File: src/rtl/mul_seq_ctrl_pkg.sv
// Shared types for the multiply sequencer: opcode and FSM state enums plus the default watchdog limit.
package mul_ctrl_pkg;

    typedef enum logic [1:0] {
        MUL    = 2'b00,
        MULH   = 2'b01,
        MULHSU = 2'b10,
        MULHU  = 2'b11
    } mul_op_e;

    typedef enum logic [2:0] {
        IDLE,
        START,
        BUSY,
        DRAIN,
        RESP
    } mul_ctrl_state_e;

    localparam int MUL_CTRL_DEFAULT_TIMEOUT = 64;

endpackage

File: src/rtl/mul_seq_ctrl_if.sv
// Bundle of the EX-side request/response signals and the multiplier start/done signals.
// slave is the controller's view; master is the EX stage plus multiplier.
interface mul_seq_ctrl_if;
    import mul_ctrl_pkg::*;

    logic        req_valid;
    logic        req_ready;
    mul_op_e     req_op;
    logic [31:0] req_rs1;
    logic [31:0] req_rs2;
    logic [4:0]  req_rd;
    logic        flush;
    logic        stall;

    logic        mul_start;
    mul_op_e     mul_op;
    logic [31:0] mul_op1;
    logic [31:0] mul_op2;
    logic        mul_done;
    logic [31:0] mul_result;

    logic        rsp_valid;
    logic [4:0]  rsp_rd;
    logic [31:0] rsp_data;

    modport slave (
        input  req_valid, req_op, req_rs1, req_rs2, req_rd, flush, mul_done, mul_result,
        output req_ready, stall, mul_start, mul_op, mul_op1, mul_op2, rsp_valid, rsp_rd, rsp_data
    );

    modport master (
        output req_valid, req_op, req_rs1, req_rs2, req_rd, flush, mul_done, mul_result,
        input  req_ready, stall, mul_start, mul_op, mul_op1, mul_op2, rsp_valid, rsp_rd, rsp_data
    );

endinterface

File: src/rtl/mul_seq_ctrl_reuse_cache.sv
// Single-entry cache of the last completed multiply; built only when MUL_RESULT_REUSE_EN is defined.
`ifdef MUL_RESULT_REUSE_EN
module mul_reuse_cache
    import mul_ctrl_pkg::*;
(
    input  logic        clk,
    input  logic        rst,
    input  mul_op_e     lookup_op,
    input  logic [31:0] lookup_rs1,
    input  logic [31:0] lookup_rs2,
    output logic        hit,
    output logic [31:0] hit_data,
    input  logic        update,
    input  mul_op_e     upd_op,
    input  logic [31:0] upd_rs1,
    input  logic [31:0] upd_rs2,
    input  logic [31:0] upd_result,
    input  logic        invalidate
);

    mul_op_e     ent_op;
    logic [31:0] ent_rs1;
    logic [31:0] ent_rs2;
    logic [31:0] ent_result;
    logic        ent_valid;

    // A timeout means the multiplier is suspect, so the cached result is dropped too
    always_ff @(posedge clk or posedge rst) begin
        if (rst) begin
            ent_op     <= MUL;
            ent_rs1    <= '0;
            ent_rs2    <= '0;
            ent_result <= '0;
            ent_valid  <= 1'b0;
        end else if (invalidate) begin
            ent_valid  <= 1'b0;
        end else if (update) begin
            ent_op     <= upd_op;
            ent_rs1    <= upd_rs1;
            ent_rs2    <= upd_rs2;
            ent_result <= upd_result;
            ent_valid  <= 1'b1;
        end
    end

    assign hit      = ent_valid && (lookup_op == ent_op) && (lookup_rs1 == ent_rs1) && (lookup_rs2 == ent_rs2);
    assign hit_data = ent_result;

endmodule
`endif

File: src/rtl/mul_seq_ctrl.sv
// Sequencer between EX and the shared iterative multiplier, with flush draining and a watchdog.
// Define MUL_RESULT_REUSE_EN to answer a repeat of the last completed multiply without launching it.
module mul_seq_ctrl
    import mul_ctrl_pkg::*;
#(
    parameter int TIMEOUT_CYCLES = MUL_CTRL_DEFAULT_TIMEOUT,
    parameter int CNT_W          = 7
) (
    input  logic          clk,
    input  logic          rst,
    mul_seq_ctrl_if.slave bus,
    output logic          err_timeout
);

    mul_ctrl_state_e  state;
    logic [CNT_W-1:0] wd_cnt;
    logic             accept;
    logic             wd_fire;
    logic             cache_hit;
    logic [31:0]      cache_data;

    assign bus.req_ready = (state == IDLE);
    assign bus.stall     = bus.req_valid & ~bus.req_ready;
    assign accept        = bus.req_valid & ~bus.flush & (state == IDLE);
    assign wd_fire       = (wd_cnt == CNT_W'(TIMEOUT_CYCLES - 1));

`ifdef MUL_RESULT_REUSE_EN
    logic cache_update;
    logic cache_invalidate;

    assign cache_update     = (state == BUSY) & bus.mul_done & ~bus.flush;
    assign cache_invalidate = ((state == BUSY) | (state == DRAIN)) & ~bus.mul_done & wd_fire;

    mul_reuse_cache u_cache (
        .clk        (clk),
        .rst        (rst),
        .lookup_op  (bus.req_op),
        .lookup_rs1 (bus.req_rs1),
        .lookup_rs2 (bus.req_rs2),
        .hit        (cache_hit),
        .hit_data   (cache_data),
        .update     (cache_update),
        .upd_op     (bus.mul_op),
        .upd_rs1    (bus.mul_op1),
        .upd_rs2    (bus.mul_op2),
        .upd_result (bus.mul_result),
        .invalidate (cache_invalidate)
    );
`else
    assign cache_hit  = 1'b0;
    assign cache_data = '0;
`endif

    // Watchdog counts BUSY/DRAIN cycles; the fire check sees the cycle that would make it reach the limit
    always_ff @(posedge clk or posedge rst) begin
        if (rst) begin
            state         <= IDLE;
            wd_cnt        <= '0;
            err_timeout   <= 1'b0;
            bus.mul_start <= 1'b0;
            bus.mul_op    <= MUL;
            bus.mul_op1   <= '0;
            bus.mul_op2   <= '0;
            bus.rsp_valid <= 1'b0;
            bus.rsp_rd    <= '0;
            bus.rsp_data  <= '0;
        end else begin
            bus.mul_start <= 1'b0;
            bus.rsp_valid <= 1'b0;
            case (state)
                IDLE: begin
                    if (accept) begin
                        bus.mul_op  <= bus.req_op;
                        bus.mul_op1 <= bus.req_rs1;
                        bus.mul_op2 <= bus.req_rs2;
                        bus.rsp_rd  <= bus.req_rd;
                        if (cache_hit) begin
                            bus.rsp_valid <= 1'b1;
                            bus.rsp_data  <= cache_data;
                            state         <= RESP;
                        end else begin
                            bus.mul_start <= 1'b1;
                            wd_cnt        <= '0;
                            state         <= START;
                        end
                    end
                end
                START: begin
                    state <= bus.flush ? DRAIN : BUSY;
                end
                BUSY: begin
                    if (bus.mul_done) begin
                        if (bus.flush) begin
                            state <= IDLE;
                        end else begin
                            bus.rsp_valid <= 1'b1;
                            bus.rsp_data  <= bus.mul_result;
                            state         <= RESP;
                        end
                    end else if (wd_fire) begin
                        err_timeout   <= 1'b1;
                        bus.rsp_valid <= 1'b1;
                        bus.rsp_data  <= '0;
                        state         <= RESP;
                    end else begin
                        wd_cnt <= wd_cnt + CNT_W'(1);
                        if (bus.flush) begin
                            state <= DRAIN;
                        end
                    end
                end
                DRAIN: begin
                    if (bus.mul_done) begin
                        state <= IDLE;
                    end else if (wd_fire) begin
                        err_timeout <= 1'b1;
                        state       <= IDLE;
                    end else begin
                        wd_cnt <= wd_cnt + CNT_W'(1);
                    end
                end
                RESP: begin
                    state <= IDLE;
                end
                default: begin
                    state <= IDLE;
                end
            endcase
        end
    end

endmodule

File: src/flat_wrapper.sv
// flat-port wrapper written by rule: the top's interface ports become plain ports
module mul_seq_ctrl_flat import mul_ctrl_pkg::*;
#(
    parameter int TIMEOUT_CYCLES = MUL_CTRL_DEFAULT_TIMEOUT,
    parameter int CNT_W          = 7
)
  (clk, rst, err_timeout, bus_req_valid, bus_req_op, bus_req_rs1, bus_req_rs2, bus_req_rd, bus_flush, bus_mul_done, bus_mul_result, bus_req_ready, bus_stall, bus_mul_start, bus_mul_op, bus_mul_op1, bus_mul_op2, bus_rsp_valid, bus_rsp_rd, bus_rsp_data);
  mul_seq_ctrl_if bus_i ();
  input  logic clk;
  input  logic rst;
  output logic err_timeout;
  input wire logic [$bits(bus_i.req_valid)-1:0] bus_req_valid;
  input wire logic [$bits(bus_i.req_op)-1:0] bus_req_op;
  input wire logic [$bits(bus_i.req_rs1)-1:0] bus_req_rs1;
  input wire logic [$bits(bus_i.req_rs2)-1:0] bus_req_rs2;
  input wire logic [$bits(bus_i.req_rd)-1:0] bus_req_rd;
  input wire logic [$bits(bus_i.flush)-1:0] bus_flush;
  input wire logic [$bits(bus_i.mul_done)-1:0] bus_mul_done;
  input wire logic [$bits(bus_i.mul_result)-1:0] bus_mul_result;
  output wire logic [$bits(bus_i.req_ready)-1:0] bus_req_ready;
  output wire logic [$bits(bus_i.stall)-1:0] bus_stall;
  output wire logic [$bits(bus_i.mul_start)-1:0] bus_mul_start;
  output wire logic [$bits(bus_i.mul_op)-1:0] bus_mul_op;
  output wire logic [$bits(bus_i.mul_op1)-1:0] bus_mul_op1;
  output wire logic [$bits(bus_i.mul_op2)-1:0] bus_mul_op2;
  output wire logic [$bits(bus_i.rsp_valid)-1:0] bus_rsp_valid;
  output wire logic [$bits(bus_i.rsp_rd)-1:0] bus_rsp_rd;
  output wire logic [$bits(bus_i.rsp_data)-1:0] bus_rsp_data;
  assign bus_i.req_valid = bus_req_valid;
  assign bus_i.req_op = bus_req_op;
  assign bus_i.req_rs1 = bus_req_rs1;
  assign bus_i.req_rs2 = bus_req_rs2;
  assign bus_i.req_rd = bus_req_rd;
  assign bus_i.flush = bus_flush;
  assign bus_i.mul_done = bus_mul_done;
  assign bus_i.mul_result = bus_mul_result;
  assign bus_req_ready = bus_i.req_ready;
  assign bus_stall = bus_i.stall;
  assign bus_mul_start = bus_i.mul_start;
  assign bus_mul_op = bus_i.mul_op;
  assign bus_mul_op1 = bus_i.mul_op1;
  assign bus_mul_op2 = bus_i.mul_op2;
  assign bus_rsp_valid = bus_i.rsp_valid;
  assign bus_rsp_rd = bus_i.rsp_rd;
  assign bus_rsp_data = bus_i.rsp_data;
  mul_seq_ctrl #(.TIMEOUT_CYCLES(TIMEOUT_CYCLES), .CNT_W(CNT_W)) u_core (.clk(clk), .rst(rst), .bus(bus_i), .err_timeout(err_timeout));
endmodule
File: config.mk
export PLATFORM = sky130hd
export DESIGN_NAME = mul_seq_ctrl_flat
export DESIGN_NICKNAME = d
export VERILOG_FILES = /design/src/rtl/mul_seq_ctrl_pkg.sv /design/src/rtl/mul_seq_ctrl_if.sv /design/src/rtl/mul_seq_ctrl_reuse_cache.sv /design/src/rtl/mul_seq_ctrl.sv /design/src/flat_wrapper.sv
export SDC_FILE = /design/constraint.sdc
export NUM_CORES = 1
export LEC_CHECK = 0
export BUFFER_PORTS_ARGS = -buffer_cell sky130_fd_sc_hd__buf_2
export CAP_MARGIN = 0
export CORE_MARGIN = 5
export CORE_UTILIZATION = 35
export CTS_CLUSTER_DIAMETER = 120
export CTS_CLUSTER_SIZE = 30
export DETAILED_ROUTE_END_ITERATION = 10
export PLACE_DENSITY_LB_ADDON = 0.05
export SLEW_MARGIN = 5
export SYNTH_ARGS = -nofsm -noshare
export SYNTH_HDL_FRONTEND = slang
export SYNTH_SLANG_ARGS = --single-unit
export TNS_END_PERCENT = 1
File: constraint.sdc
create_clock -name clk -period 5.4 [get_ports clk]
set_input_delay 1.08 -clock clk [delete_from_list [all_inputs] [get_ports clk]]
set_output_delay 1.08 -clock clk [all_outputs]
set_load 0.01 [all_outputs]
==> metrics.yaml <==
rsz0062_at_grt: "no"
setup_viol: 0
slew_viol_final: 0
final_common_cell: "nand2_1"
boundaryPins: 216
row_count: 43
grt-ovfl-total: 0
synth_area_leaders: "dfrtp_1 (60%), nand2_1 (17%), a22o_1 (11%), buf_2 (1.1%), buf_4 (1.1%)"
final_cell_mix: "nand2_1 (218), buf_2 (215), dfrtp_1 (116), a22o_1 (63), clkbuf_16 (17)"
cts_root_buf: "clkbuf_16"
critPathBufInv: 2
relSlewSlack: 0.296
startpoint: "bus_flush"
via_per_inst: 4.68
arrival_ns: 3.00
start_util: 0.353
hold_viol_final: 0
finalSetupTns_ns: 0
antenna_found_initial: 0
instances_no_fill: 885
cts_setup_buffers: 0
crit_required_ns: 5.69
ctsHoldBuffers: 0
synth_cell_types: 39
yosys_warnings: 0
numCtsBuffers: 17
via_count: 4143
finalWirelength_um: 13000
yosysSeqAreaShare: 0.596
vdd_drop_max_mv: 0.222
crit_end: "u_core.wd_cnt[0]"
cts.sinks: 116
r2r_end: "u_core.bus.mul_op2[29]"
track_usage: 0.159
syn-cell-area_sq_mm: 0.00487
startpoint_type: "input pin"
worst_slew_pin_slew_ns: 1.06
syn_area_per_cell_sq_um: 10.1
worst_setup_path_end_kind: "register"
path_clk_slew_ns: 0.05
n_fill_cell: 1357
die-area_sq_mm: 0.0164
placed_cells: 853
htreeDepth: 4
cp_top_family: "buffers and inverters"
grt_pass1_vias: 4218
die_x_um: 128
finalCoreUtilization: 0.482
synth-seq-cells: 116
power_mw: 3.94
cts_buffer_depth: 2
p_per_area_mw_per_mm2: 593
portBuffers: 215
crit_type: "input pin to register"
ff2ff_setup_slack_ns: 3.22
fp.dieH_um: 128
crit_slowest_cell: "buf_4"
crit_path_max_fanout: 76
cp_cell_sequence: "buf_2 > nor2b_1 > nand2_2 > buf_4 > a2111oi_2 > a211o_1"
cpPeakStageDelay_ns: 0.61
cts-resized-gates: 0
wl_per_cell_um: 14.7
synth_top_area_frac: 0.596
globalplace.congestion: 0.735
syn_nets: 593
leakage_nw: 3.59
regToRegStartpoint: "u_core.state[0]"
drv_cap: 0
syn2layout_area_growth_pct: 36.4
grt_max_degree: 85
cts_tree: "yes"
syn_inst: 484
drc: 0
period_share: 0.503
clkLatencyLatePin_ns: 0.40
fin_nets: 801
r2r_cells: 6
period_minus_slack_ns: 2.72
first_iter_violations: 191
firstDrtPassIters: 4
drive_gt1_frac: 0.373
grt_pass1_wl_um: 20900
crit_cells: 6
ant_nets: 0
outcome: "finished, final reports clean"
min_path_type: "register to register"
dpl.hpwl_um: 8920
core_sq_mm: 0.0138
diodes: 0
skew_ns: 0.00440
fmax_mhz: 368
synth_area_leader_cell: "dfrtp_1"
report_power, final:
group	switching, mW	internal, mW
logic	0.694	0.590
registers	0.256	1.25
clock network	0.374	0.771
area by class of cell:
type	count	area (sq um)	area share
sequential	116	2900	0.437
multi-input combinational	331	1760	0.265
timing repair buffer	220	1110	0.168
clock buffer	23	488	0.0735
tap	180	225	0.0339
clock inverter	9	125	0.0188
inverter	6	25.0	0.00377
routing by layer:
layer  vias up  track usage  part of all wire
met1      1959        0.211              0.45
li1       2036            -                 -
met3        17       0.0483             0.062
met5         -            0                 0
met2       131        0.246              0.47
met4         0       0.0599             0.016
flip-flops by register name, summed over array words and instances (netlist names):
name,cells
u_core.bus.mul_op1,32
u_core.bus.mul_op2,32
u_core.bus.rsp_data,32
u_core.wd_cnt,7
u_core.bus.rsp_rd,5
u_core.state,3
u_core.bus.mul_op,2
u_core.bus.mul_start,1
u_core.bus.rsp_valid,1
u_core.err_timeout,1
worst reg2reg max path, stage by stage (launching register included):
cell,delay [ns]
dfrtp_1,0.48
nor3_4,0.32
nand2_2,0.10
inv_2,0.64
buf_4,0.42
nand2_1,0.11
nand2_1,0.06
cell usage after synthesis, drive strengths merged:
cell / instances
o32ai: 2
mux2: 1
a211o: 1
and3: 2
nor2b: 3
or2b: 1
buf: 22
or2: 1
nand4: 1
a2111oi: 1
a31o: 1
a22o: 63
and4: 1
nor2: 7
clkbuf: 9
a21o: 1
a21oi: 1
nor3b: 3
ha: 1
inv: 6
o21ai: 5
a221oi: 1
nor3: 6
mux2i: 3
o211a: 1
nand3: 3
dfrtp: 116
nand2b: 1
nand3b: 1
nand2: 219
metrics by stage:
stage / hold slack, ns / setup slack (ns) / cell area (sq um)
after floorplan: 0.491 / 1.25 / 4870
after global placement: 0.446 / 2.26 / 6030
after detailed placement: 0.448 / 2.22 / 6030
after CTS: 0.463 / 2.65 / 6640
after global routing: 0.489 / 2.45 / 6640
final: 0.464 / 2.68 / 6640
worst min path at each step:
stage	from	end	cells past startpoint
floorplan	u_core.wd_cnt[4]	u_core.wd_cnt[4]	1
global placement	u_core.err_timeout	u_core.err_timeout	1
detailed placement	u_core.err_timeout	u_core.err_timeout	1
CTS	u_core.err_timeout	u_core.err_timeout	1
global route	u_core.bus.mul_op2[18]	u_core.bus.mul_op2[18]	2
finish	u_core.err_timeout	u_core.err_timeout	1
cells by family (layout without fill, tap and decap cells):
kind of cell	Yosys count	in the layout	synth area share
flip-flops	116	116	0.596
adder cells (fa/ha/maj)	1	1	0.00257
AND/OR/NAND/NOR	249	249	0.213
AO/OA/AOI/OAI	77	77	0.137
multiplexers	4	4	0.00848
buffers and inverters	37	258	0.0429
No activity file was read; power rests on OpenSTA's default activity.
